--- src/rtl/perf_record_reader.sv ---
`default_nettype none
// +------------------------------------------------------------------------+
// | Module      : perf_record_reader                                       |
// | Description : Pops tagged L1I/L1D/L2 miss words from the perf FIFO and |
// |               reassembles them into one valid/ready output frame.      |
// |               Optional partial-frame timeout: PERF_RD_TIMEOUT_EN.      |
// | Revision    : 1.0 - initial release                                    |
// +------------------------------------------------------------------------+
module perf_record_reader #(
    parameter int TIMEOUT_CYC = 1024
) (
    input  logic        clk,
    input  logic        rst,
    input  logic        fifo_empty,
    output logic        fifo_rd_en,
    input  logic [31:0] fifo_rd_data,
    output logic        frame_valid,
    input  logic        frame_ready,
    output logic [11:0] l1i_miss,
    output logic [11:0] l1d_miss,
    output logic [11:0] l2_miss,
    output logic [15:0] frame_count,
    output logic [7:0]  err_count
);

    typedef enum logic [1:0] {
        S_FETCH = 2'd0,
        S_CHECK = 2'd1,
        S_HOLD  = 2'd2
    } state_t;

    localparam logic [7:0] C_TAG_L1I = 8'h61;

    state_t      state_q, state_d;
    logic [1:0]  idx_q, idx_d;
    logic [11:0] sh_l1i_q, sh_l1i_d;
    logic [11:0] sh_l1d_q, sh_l1d_d;
    logic [11:0] l1i_q, l1i_d;
    logic [11:0] l1d_q, l1d_d;
    logic [11:0] l2_q, l2_d;
    logic [15:0] fcnt_q, fcnt_d;
    logic [7:0]  ecnt_q, ecnt_d;

    logic [7:0]  w_exp_tag;
    logic        w_fmt_ok;
    logic        w_word_good;
    logic        w_l1i_good;
    logic        w_abort;

    // Tags are consecutive ASCII letters, so the expected tag is 'a' + idx.
    assign w_exp_tag   = C_TAG_L1I + {6'd0, idx_q};
    assign w_fmt_ok    = (fifo_rd_data[15:12] == 4'd0);
    assign w_word_good = (fifo_rd_data[31:24] == w_exp_tag) &&
                         (fifo_rd_data[23:16] == w_exp_tag) && w_fmt_ok;
    assign w_l1i_good  = (fifo_rd_data[31:24] == C_TAG_L1I) &&
                         (fifo_rd_data[23:16] == C_TAG_L1I) && w_fmt_ok;

`ifdef PERF_RD_TIMEOUT_EN
    localparam int C_TW = $clog2(TIMEOUT_CYC + 1);

    logic [C_TW-1:0] tmo_q;
    logic            w_tmo_run;

    assign w_tmo_run = (state_q == S_FETCH) && (idx_q != 2'd0) && fifo_empty;
    assign w_abort   = w_tmo_run && (tmo_q == C_TW'(TIMEOUT_CYC - 1));

    always_ff @(posedge clk) begin
        if (rst || !w_tmo_run || w_abort) begin
            tmo_q <= '0;
        end else begin
            tmo_q <= tmo_q + 1'b1;
        end
    end
`else
    logic w_unused_tmo;

    assign w_abort      = 1'b0;
    assign w_unused_tmo = (TIMEOUT_CYC != 0);
`endif

    always_comb begin
        state_d    = state_q;
        idx_d      = idx_q;
        sh_l1i_d   = sh_l1i_q;
        sh_l1d_d   = sh_l1d_q;
        l1i_d      = l1i_q;
        l1d_d      = l1d_q;
        l2_d       = l2_q;
        fcnt_d     = fcnt_q;
        ecnt_d     = ecnt_q;
        fifo_rd_en = 1'b0;

        case (state_q)
            S_FETCH: begin
                if (!fifo_empty) begin
                    fifo_rd_en = !rst;
                    state_d    = S_CHECK;
                end else if (w_abort) begin
                    idx_d    = 2'd0;
                    sh_l1i_d = '0;
                    sh_l1d_d = '0;
                    ecnt_d   = (ecnt_q == 8'hFF) ? ecnt_q : ecnt_q + 8'd1;
                end
            end
            S_CHECK: begin
                state_d = S_FETCH;
                if (w_word_good) begin
                    if (idx_q == 2'd0) begin
                        sh_l1i_d = fifo_rd_data[11:0];
                        idx_d    = 2'd1;
                    end else if (idx_q == 2'd1) begin
                        sh_l1d_d = fifo_rd_data[11:0];
                        idx_d    = 2'd2;
                    end else begin
                        l1i_d   = sh_l1i_q;
                        l1d_d   = sh_l1d_q;
                        l2_d    = fifo_rd_data[11:0];
                        idx_d   = 2'd0;
                        state_d = S_HOLD;
                    end
                end else begin
                    ecnt_d = (ecnt_q == 8'hFF) ? ecnt_q : ecnt_q + 8'd1;
                    // A stray L1I word is treated as the start of a new record.
                    if (w_l1i_good) begin
                        sh_l1i_d = fifo_rd_data[11:0];
                        idx_d    = 2'd1;
                    end else begin
                        idx_d = 2'd0;
                    end
                end
            end
            S_HOLD: begin
                if (frame_ready) begin
                    fcnt_d  = (fcnt_q == 16'hFFFF) ? fcnt_q : fcnt_q + 16'd1;
                    state_d = S_FETCH;
                end
            end
            default: begin
                state_d = S_FETCH;
                idx_d   = 2'd0;
            end
        endcase
    end

    always_ff @(posedge clk) begin
        if (rst) begin
            state_q  <= S_FETCH;
            idx_q    <= 2'd0;
            sh_l1i_q <= '0;
            sh_l1d_q <= '0;
            l1i_q    <= '0;
            l1d_q    <= '0;
            l2_q     <= '0;
            fcnt_q   <= '0;
            ecnt_q   <= '0;
        end else begin
            state_q  <= state_d;
            idx_q    <= idx_d;
            sh_l1i_q <= sh_l1i_d;
            sh_l1d_q <= sh_l1d_d;
            l1i_q    <= l1i_d;
            l1d_q    <= l1d_d;
            l2_q     <= l2_d;
            fcnt_q   <= fcnt_d;
            ecnt_q   <= ecnt_d;
        end
    end

    assign frame_valid = (state_q == S_HOLD);
    assign l1i_miss    = l1i_q;
    assign l1d_miss    = l1d_q;
    assign l2_miss     = l2_q;
    assign frame_count = fcnt_q;
    assign err_count   = ecnt_q;

endmodule
`default_nettype wire

--- config.mk ---
export PLATFORM = sky130hd
export DESIGN_NAME = perf_record_reader
export DESIGN_NICKNAME = d
export VERILOG_FILES = /design/src/rtl/perf_record_reader.sv
export SDC_FILE = /design/constraint.sdc
export NUM_CORES = 1
export LEC_CHECK = 0
export CAP_MARGIN = 20
export CORE_MARGIN = 5
export CORE_UTILIZATION = 33
export CTS_CLUSTER_SIZE = 25
export DETAILED_ROUTE_END_ITERATION = 7
export PLACE_DENSITY = 0.61
export SYNTH_ARGS = -nofsm -noshare
export SYNTH_HDL_FRONTEND = slang
export SYNTH_SLANG_ARGS = --single-unit
--- constraint.sdc ---
create_clock -name clk -period 2.9 [get_ports clk]
set_input_delay 0.58 -clock clk [delete_from_list [all_inputs] [get_ports clk]]
set_output_delay 0.58 -clock clk [all_outputs]
set_load 0.05 [all_outputs]
==> reports/metrics.yaml, run 1 <==
status: "completed"
cts.sinks: 88
root_buffer: "clkbuf_16"
grt_max_degree: 105
irDropWorstVdd_mv: 0.289
min_to: "l1d_miss[10]$_SDFFE_PP0P_"
synth_top_area_share: 0.471
worstRegToRegCells: 9
async_reset_ff_frac: 0
synth_seq_cells: 88
arrival_ps: 1920
first_pass_iters: 4
cts.path.max_buffers: 2
worstSkewPairLatency_ps: 330
endpoint_kind: "output port"
cts.clk_slew.worst_paths_ps: 60
antenna_cells: 0
hold_depth: 2
area_growth_pct: 38.4
avgViaCountPerCell: 4.88
critPathTopFamily: "buffers and inverters"
synth_cell_type_count: 48
relSlewSlack: 0.590
htree_levels: 3
routedWlPerCell_um: 13.9
fin_tns_setup_ps: 0
ys_top_cells_by_area: "dfxtp_1, nand2_1, a21oi_1"
r2r_start: "idx_q[0]$_SDFFE_PP0N_"
hold_buffers: 0
syn_area_um2: 3740
die_area_um2: 13600
slew_violations: 0
yosysSeqAreaShare: 0.471
grt_pass1_wl_um: 15700
coreArea_um2: 11000
dp_cells: 649
first_iter_violations: 192
hold_viol: 0
final_cells: 665
fin_crit_ps: 2500
initial_core_util: 0.341
crit_buf_inv: 1
required_ps: 2320
final-setup-viol-count: 0
drc: 0
min_path_type: "flop to flop"
fin_crit_sh: 0.863
fp-row-count: 38
gp_congestion: 0.791
synth.avg_cell_area_um2: 8.76
synth_cells: 427
ant_nets: 0
p_leak_nw: 1.80
numPortBuffers: 97
cp-start-kind: "flop"
fin_skew_ps: 8.22
die_height_um: 116
powerDensity_nw_per_um2: 473
r2r-end: "l2_miss[1]$_SDFFE_PP0P_"
cts_tree: "built"
die_w_um: 116
nets: 562
wl_um: 9220
cts_resized: 0
numCtsBuffers: 9
synth_top_area_cell: "dfxtp_1"
drive_above_1_share: 0.0686
crit_chain: "nor2b_1 -> clkdlybuf4s50_1"
dp_hpwl_um: 6470
crit_type: "flop to output port"
whs_ps: 451
post_cts_buffers: 0
critPathMaxFanout: 7
gr-total-overflow: 0
ff2ff_setup_slack_ps: 500
synth_ff_type: "dfxtp_1"
vias: 3242
synth_nets: 469
rsz0062_at_grt: "false"
grt_usage: 0.143
antenna_found_initial: 0
ioPinCount: 98
cp_slowest_cell: "clkdlybuf4s50_1"
worstMarginPinSlew_ps: 610
first_global_vias: 3272
fmax_ghz: 0.399
power_mw: 2.45
cp_slowest_stage_delay_ps: 870
hold_start: "l1d_miss[10]$_SDFFE_PP0P_"
ys_warn_count: 0
cap_violations: 0
synth_edf_count: 0
## state kept, by name (all words and copies together), names as in the netlist
| register | count |
|---|---|
| frame_count | 16 |
| l1d_miss | 12 |
| l1i_miss | 12 |
| l2_miss | 12 |
| sh_l1d_q | 12 |
| sh_l1i_q | 12 |
| err_count | 8 |
| idx_q | 2 |
| state_q | 2 |
## synth_stat cells, types with 9 or more instances
| cell type | count |
|---|---|
| o21ai_0 | 14 |
| nand4_1 | 9 |
| nor2_1 | 22 |
| nand2b_1 | 29 |
| mux2i_1 | 14 |
| clkbuf_1 | 17 |
| nor3_1 | 10 |
| nand3b_1 | 13 |
| xnor2_1 | 12 |
| nand2_1 | 82 |
| a21oi_1 | 42 |
| dfxtp_1 | 88 |
## metrics by stage
step                utilization  setup slack [ps]  area (um^2)
global placement          0.445               114         4890
floorplan                     -               518         3750
detailed placement        0.445              73.3         4890
global route              0.471               293         5180
finish                    0.471               397         5180
CTS                       0.471               392         5180
## metal layers
layer | track usage | routed length (um) | vias to the layer above
met1 | 0.191 | 4400 | 1494
li1 | - | - | 1661
met3 | 0.0451 | 596 | 6
met5 | 0 | 0 | -
met2 | 0.225 | 4150 | 81
met4 | 0.0371 | 78 | 0
## worst max-delay path by stage
stage / from / end / slack, ps / cells past startpoint
2_1_floorplan: rst / fifo_rd_en / 520 / 3
3_3_place_gp: fifo_rd_data[13] / err_count[5]$_SDFFE_PP0P_ / 110 / 6
3_5_place_dp: fifo_rd_data[13] / err_count[5]$_SDFFE_PP0P_ / 70 / 6
4_1_cts: state_q[1]$_SDFFE_PP0P_ / frame_valid / 390 / 2
5_1_grt: state_q[1]$_SDFFE_PP0P_ / frame_valid / 290 / 2
6_report: state_q[1]$_SDFFE_PP0P_ / frame_valid / 400 / 2
## layout by cell type (no fill, tap or decap), types with 2 or more instances in the layout
master           Yosys  layout
buf_12               0       4
nor2_1              22      22
ha_1                 6       6
nor2b_1              5       5
buf_4                3       6
nand3_1              7       7
or3_1                4       4
and3_1               3       3
and4_1               2       2
nand4_1              9       9
inv_8                0       2
xnor2_1             12      12
nor4_4               2       2
nor3_1              10      10
clkbuf_16            0       9
nand3b_1            13      13
nand2b_1            29      29
dfxtp_1             88      88
inv_6                0       2
mux2i_1             14      14
a21oi_1             42      42
nand2_1             82      82
clkdlybuf4s50_1      0      95
mux2_1               2       2
o21ai_0             14      14
inv_1                3       3
a31oi_1              2       2
a211oi_1             2       2
nor4_1               8       7
## where the power goes
part	switching [mW]	internal [mW]	leakage (nW)
Sequential	0.00402	1.21	0.709
Clock	0.510	0.599	0.140
Combinational	0.0574	0.0672	0.952
## kinds of logic (layout without fill, tap and decap cells)
logic type	after synthesis	in the layout	share of synthesized area
simple gates	210	210	0.301
flops	88	88	0.471
compound gates	66	66	0.0963
buf+inv	27	125	0.0348
mux	17	17	0.0465
xor+xnor	13	13	0.0304
fa+ha+maj	6	6	0.0201
## worst register-to-register path: stages (launching register included)
cell and delay [ps]:
dfxtp_1 450, inv_1 70, ha_1 310, or3_1 300, a222oi_1 240, buf_4 220
and4bb_1 260, buf_12 200, nand2_1 120, a21oi_1 150
## cell type report
cell class                      count  area, um^2
Clock buffer                        9         225
Clock inverter                      7        61.3
Fill cell                        1080        5810
Inverter                            3        11.3
Multi-Input combinational cell    312        1860
Sequential cell                    88        1760
Tap cell                          140         175
Timing Repair Buffer              106        1080
No activity file was read; power rests on OpenSTA's default activity.
==> run 2: changes to the inputs <==
--- a/config.mk
+++ b/config.mk
@@ -6,11 +6,11 @@
 export NUM_CORES = 1
 export LEC_CHECK = 0
 export CAP_MARGIN = 20
-export CORE_MARGIN = 5
+export CORE_MARGIN = 1.5
 export CORE_UTILIZATION = 33
 export CTS_CLUSTER_SIZE = 25
 export DETAILED_ROUTE_END_ITERATION = 7
-export PLACE_DENSITY = 0.61
+export PLACE_DENSITY = 0.63
 export SYNTH_ARGS = -nofsm -noshare
 export SYNTH_HDL_FRONTEND = slang
 export SYNTH_SLANG_ARGS = --single-unit
==> constraint.sdc (replaced) <==
create_clock -name clk -period 2.3 [get_ports clk]
set_input_delay 0.46 -clock clk [delete_from_list [all_inputs] [get_ports clk]]
set_output_delay 0.46 -clock clk [all_outputs]
set_load 0.05 [all_outputs]
==> run 2 against run 1 <==
  * Non-clock buffer count increased by 18
  * Worst setup slack got worse by 320 ps
  * Total power increased by 29%
  * First-iteration DRC count decreased by 14%
  * Clock power increased by 31%
  * Clock skew decreased by 1.1 ps
  * Register-to-register slack got worse by 390 ps
  * Final cell count increased by 2.7%
  * Flip-flop and latch count unchanged
  * Sequential share of layout area decreased by 1.5 points
  * Routed wire length increased by 0.67%
  * Hold slack got worse by 1.4 ps
  * Largest power group unchanged
==> reports/metrics.yaml, run 2 (synthesis results as in run 1) <==
status: "completed"
vias: 3359  # +3.6%
r2r-end: "err_count[5]$_SDFFE_PP0P_"
cp.depth: 7  # +5
hold_buffers: 0  # unchanged
crit_type: "input pin to flop"
cp_slowest_stage_delay_ps: 570  # -300 ps
first_global_vias: 3087  # -5.7%
final_common_cell: "clkdlybuf4s50_1"
relSlewSlack: 0.519  # -0.0709
largest_register_ffs: 16  # unchanged
worstMarginPinSlew_ps: 715  # +105 ps
htree_levels: 3  # unchanged
numCtsBuffers: 9  # unchanged
die_w_um: 109  # -6.0%
hold_viol: 0  # unchanged
cts.path.max_buffers: 2  # unchanged
cts.clk_slew.worst_paths_ps: 70  # about the same
fin_skew_ps: 7.12  # -1.10 ps
cap_violations: 0  # unchanged
cts.sinks: 88  # unchanged
numPortBuffers: 97  # unchanged
initial_core_util: 0.342  # +0.00148
powerDensity_nw_per_um2: 581  # +23%
r2r_start: "idx_q[0]$_SDFFE_PP0N_"
arrival_ps: 2440  # +520 ps
grt_usage: 0.155  # +0.0122
multiInputGateArea_um2: 1900  # +2.1%
cp_slowest_cell: "or4b_4"
slew_violations: 0  # unchanged
endpoint_kind: "flop"
gp_congestion: 0.826  # +4.4%
avgViaCountPerCell: 4.92  # +0.88%
first_pass_iters: 5  # +1
gr-total-overflow: 0  # unchanged
layout_common_cells: "clkdlybuf4s50_1, dfxtp_1, nand2_1"
p_leak_nw: 1.96  # +9.0%
root_buffer: "clkbuf_16"
fin_crit_sh: 0.965
fp-row-count: 38  # unchanged
combPwrFrac: 0.055  # +0.004
p_switching_uw: 761  # +33%
p_int_mw: 2.39  # +27%
antenna_found_initial: 0  # unchanged
required_ps: 2520  # +200 ps
worstRegToRegCells: 9  # unchanged
grt_max_degree: 84  # -20%
crit_chain: "clkdlybuf4s50_1 -> or4b_4 -> nor4_4 -> nand4_1 -> o21a_2 -> clkbuf_16 -> mux2i_1"
place_worst_setup_slack_ps: -361  # -434 ps
switching_share: 0.242  # +0.00818
wl_um: 9280  # +0.67%
die_area_um2: 12000  # -12%
cp-start-kind: "input pin"
final-setup-viol-count: 0  # unchanged
coreArea_um2: 10900  # -0.43%
routedWlPerCell_um: 13.6  # -2.0%
ff2ff_setup_slack_ps: 110  # -390 ps
irDropWorstVdd_mv: 0.336  # +16%
nets: 580  # +3.2%
pwr-share-clk: 0.460  # +0.007
area_growth_pct: 45.0
critPathCapture: "sh_l1i_q[9]$_SDFFE_PP0P_"
critPathMaxFanout: 6  # -1
drc: 0  # unchanged
p_seq_frac: 0.485  # -0.011
fin_ws_ps: 80.9  # -316 ps
worstSkewPairLatency_ps: 330  # about the same
min_path_type: "flop to flop"
ant_nets: 0  # unchanged
grt_pass1_wl_um: 14700  # -6.6%
fillers: 1068  # -1.1%
fmax_ghz: 0.451
seq_area_um2: 1770  # +0.28%
dp_hpwl_um: 6370  # -1.6%
crit_buf_inv: 2  # +1
antenna_cells: 0  # unchanged
critPathTopFamily: "simple AND/OR/NAND/NOR gates"
crit_start: "fifo_rd_data[28]"
first_iter_violations: 165  # -14%
whs_ps: 450  # -1.43 ps
fin_crit_ps: 2220
cts_tree: "built"
ioPinCount: 98  # unchanged
drive_above_1_share: 0.122  # +0.0530
die_height_um: 109  # -6.0%
-- run 2: changes by cell type in the layout (fill, tap and decap cells not counted), sizes merged --
cell,change
inv,+1
buf,+18
dlymetal6s2s,+5
clkinv,-1
clkbuf,+1
clkdlybuf4s50,-6
-- run 2: cell type report --
type / count / share of cell area
multi-input combinational: 312 / 0.350
sequential: 88 / 0.326
timing repair buffer: 124 / 0.235
clock buffer: 9 / 0.0415
tap: 140 / 0.0323
clock inverter: 7 / 0.0129
inverter: 3 / 0.00208
-- run 2: metrics by stage --
stage	util	power (mW)	std cells	TNS, ps	cell area, um^2
6_report	0.496	3.15	683	0	5420
3_3_place_gp	0.458	1.73	663	-17650	5000
5_1_grt	0.496	3.28	683	-1.11	5420
2_1_floorplan	-	1.63	427	0	3750
4_1_cts	0.486	3.19	680	0	5320
3_5_place_dp	0.458	1.74	663	-19000	5000
-- run 2: how the worst min path moves through the flow --
stage	start	end	slack, ps	cells past startpoint
2_1_floorplan	sh_l1d_q[0]$_SDFFE_PP0P_	l1d_miss[0]$_SDFFE_PP0P_	440	2
3_3_place_gp	l1d_miss[10]$_SDFFE_PP0P_	l1d_miss[10]$_SDFFE_PP0P_	440	2
3_5_place_dp	l1d_miss[5]$_SDFFE_PP0P_	l1d_miss[5]$_SDFFE_PP0P_	450	2
4_1_cts	l1d_miss[5]$_SDFFE_PP0P_	l1d_miss[5]$_SDFFE_PP0P_	450	2
5_1_grt	sh_l1i_q[1]$_SDFFE_PP0P_	l1i_miss[1]$_SDFFE_PP0P_	470	2
6_report	l1d_miss[7]$_SDFFE_PP0P_	l1d_miss[7]$_SDFFE_PP0P_	450	2
-- run 2: power by group through the flow --
stage	clock network [mW]	registers, mW	logic (mW)
after CTS	1.49	1.53	0.174
after detailed placement	0	1.56	0.173
after floorplan	0	1.57	0.0605
final	1.45	1.53	0.173
after global routing	1.56	1.53	0.185
after global placement	0	1.56	0.170
-- run 2: repair_timing --
item	in CTS	in global routing
cloned	0	1
endpoints found under the setup margin	45	64
buffers inserted	1	2
resized for setup	3	17
pin swaps	1	11
-- run 2: worst register-to-register path, stage by stage (launching register included) --
cell	delay, ps
dfxtp_4	380
inv_2	50
ha_4	230
or3_1	300
a222oi_1	230
buf_4	200
buf_12	100
a211oi_2	60
and3_1	210
mux2_1	310
-- run 2: per-layer routing --
layer  global-route usage  wire, um
met5                    0         0
met4               0.0640       119
met3               0.0302       432
met2                0.247      4380
met1                0.205      4350
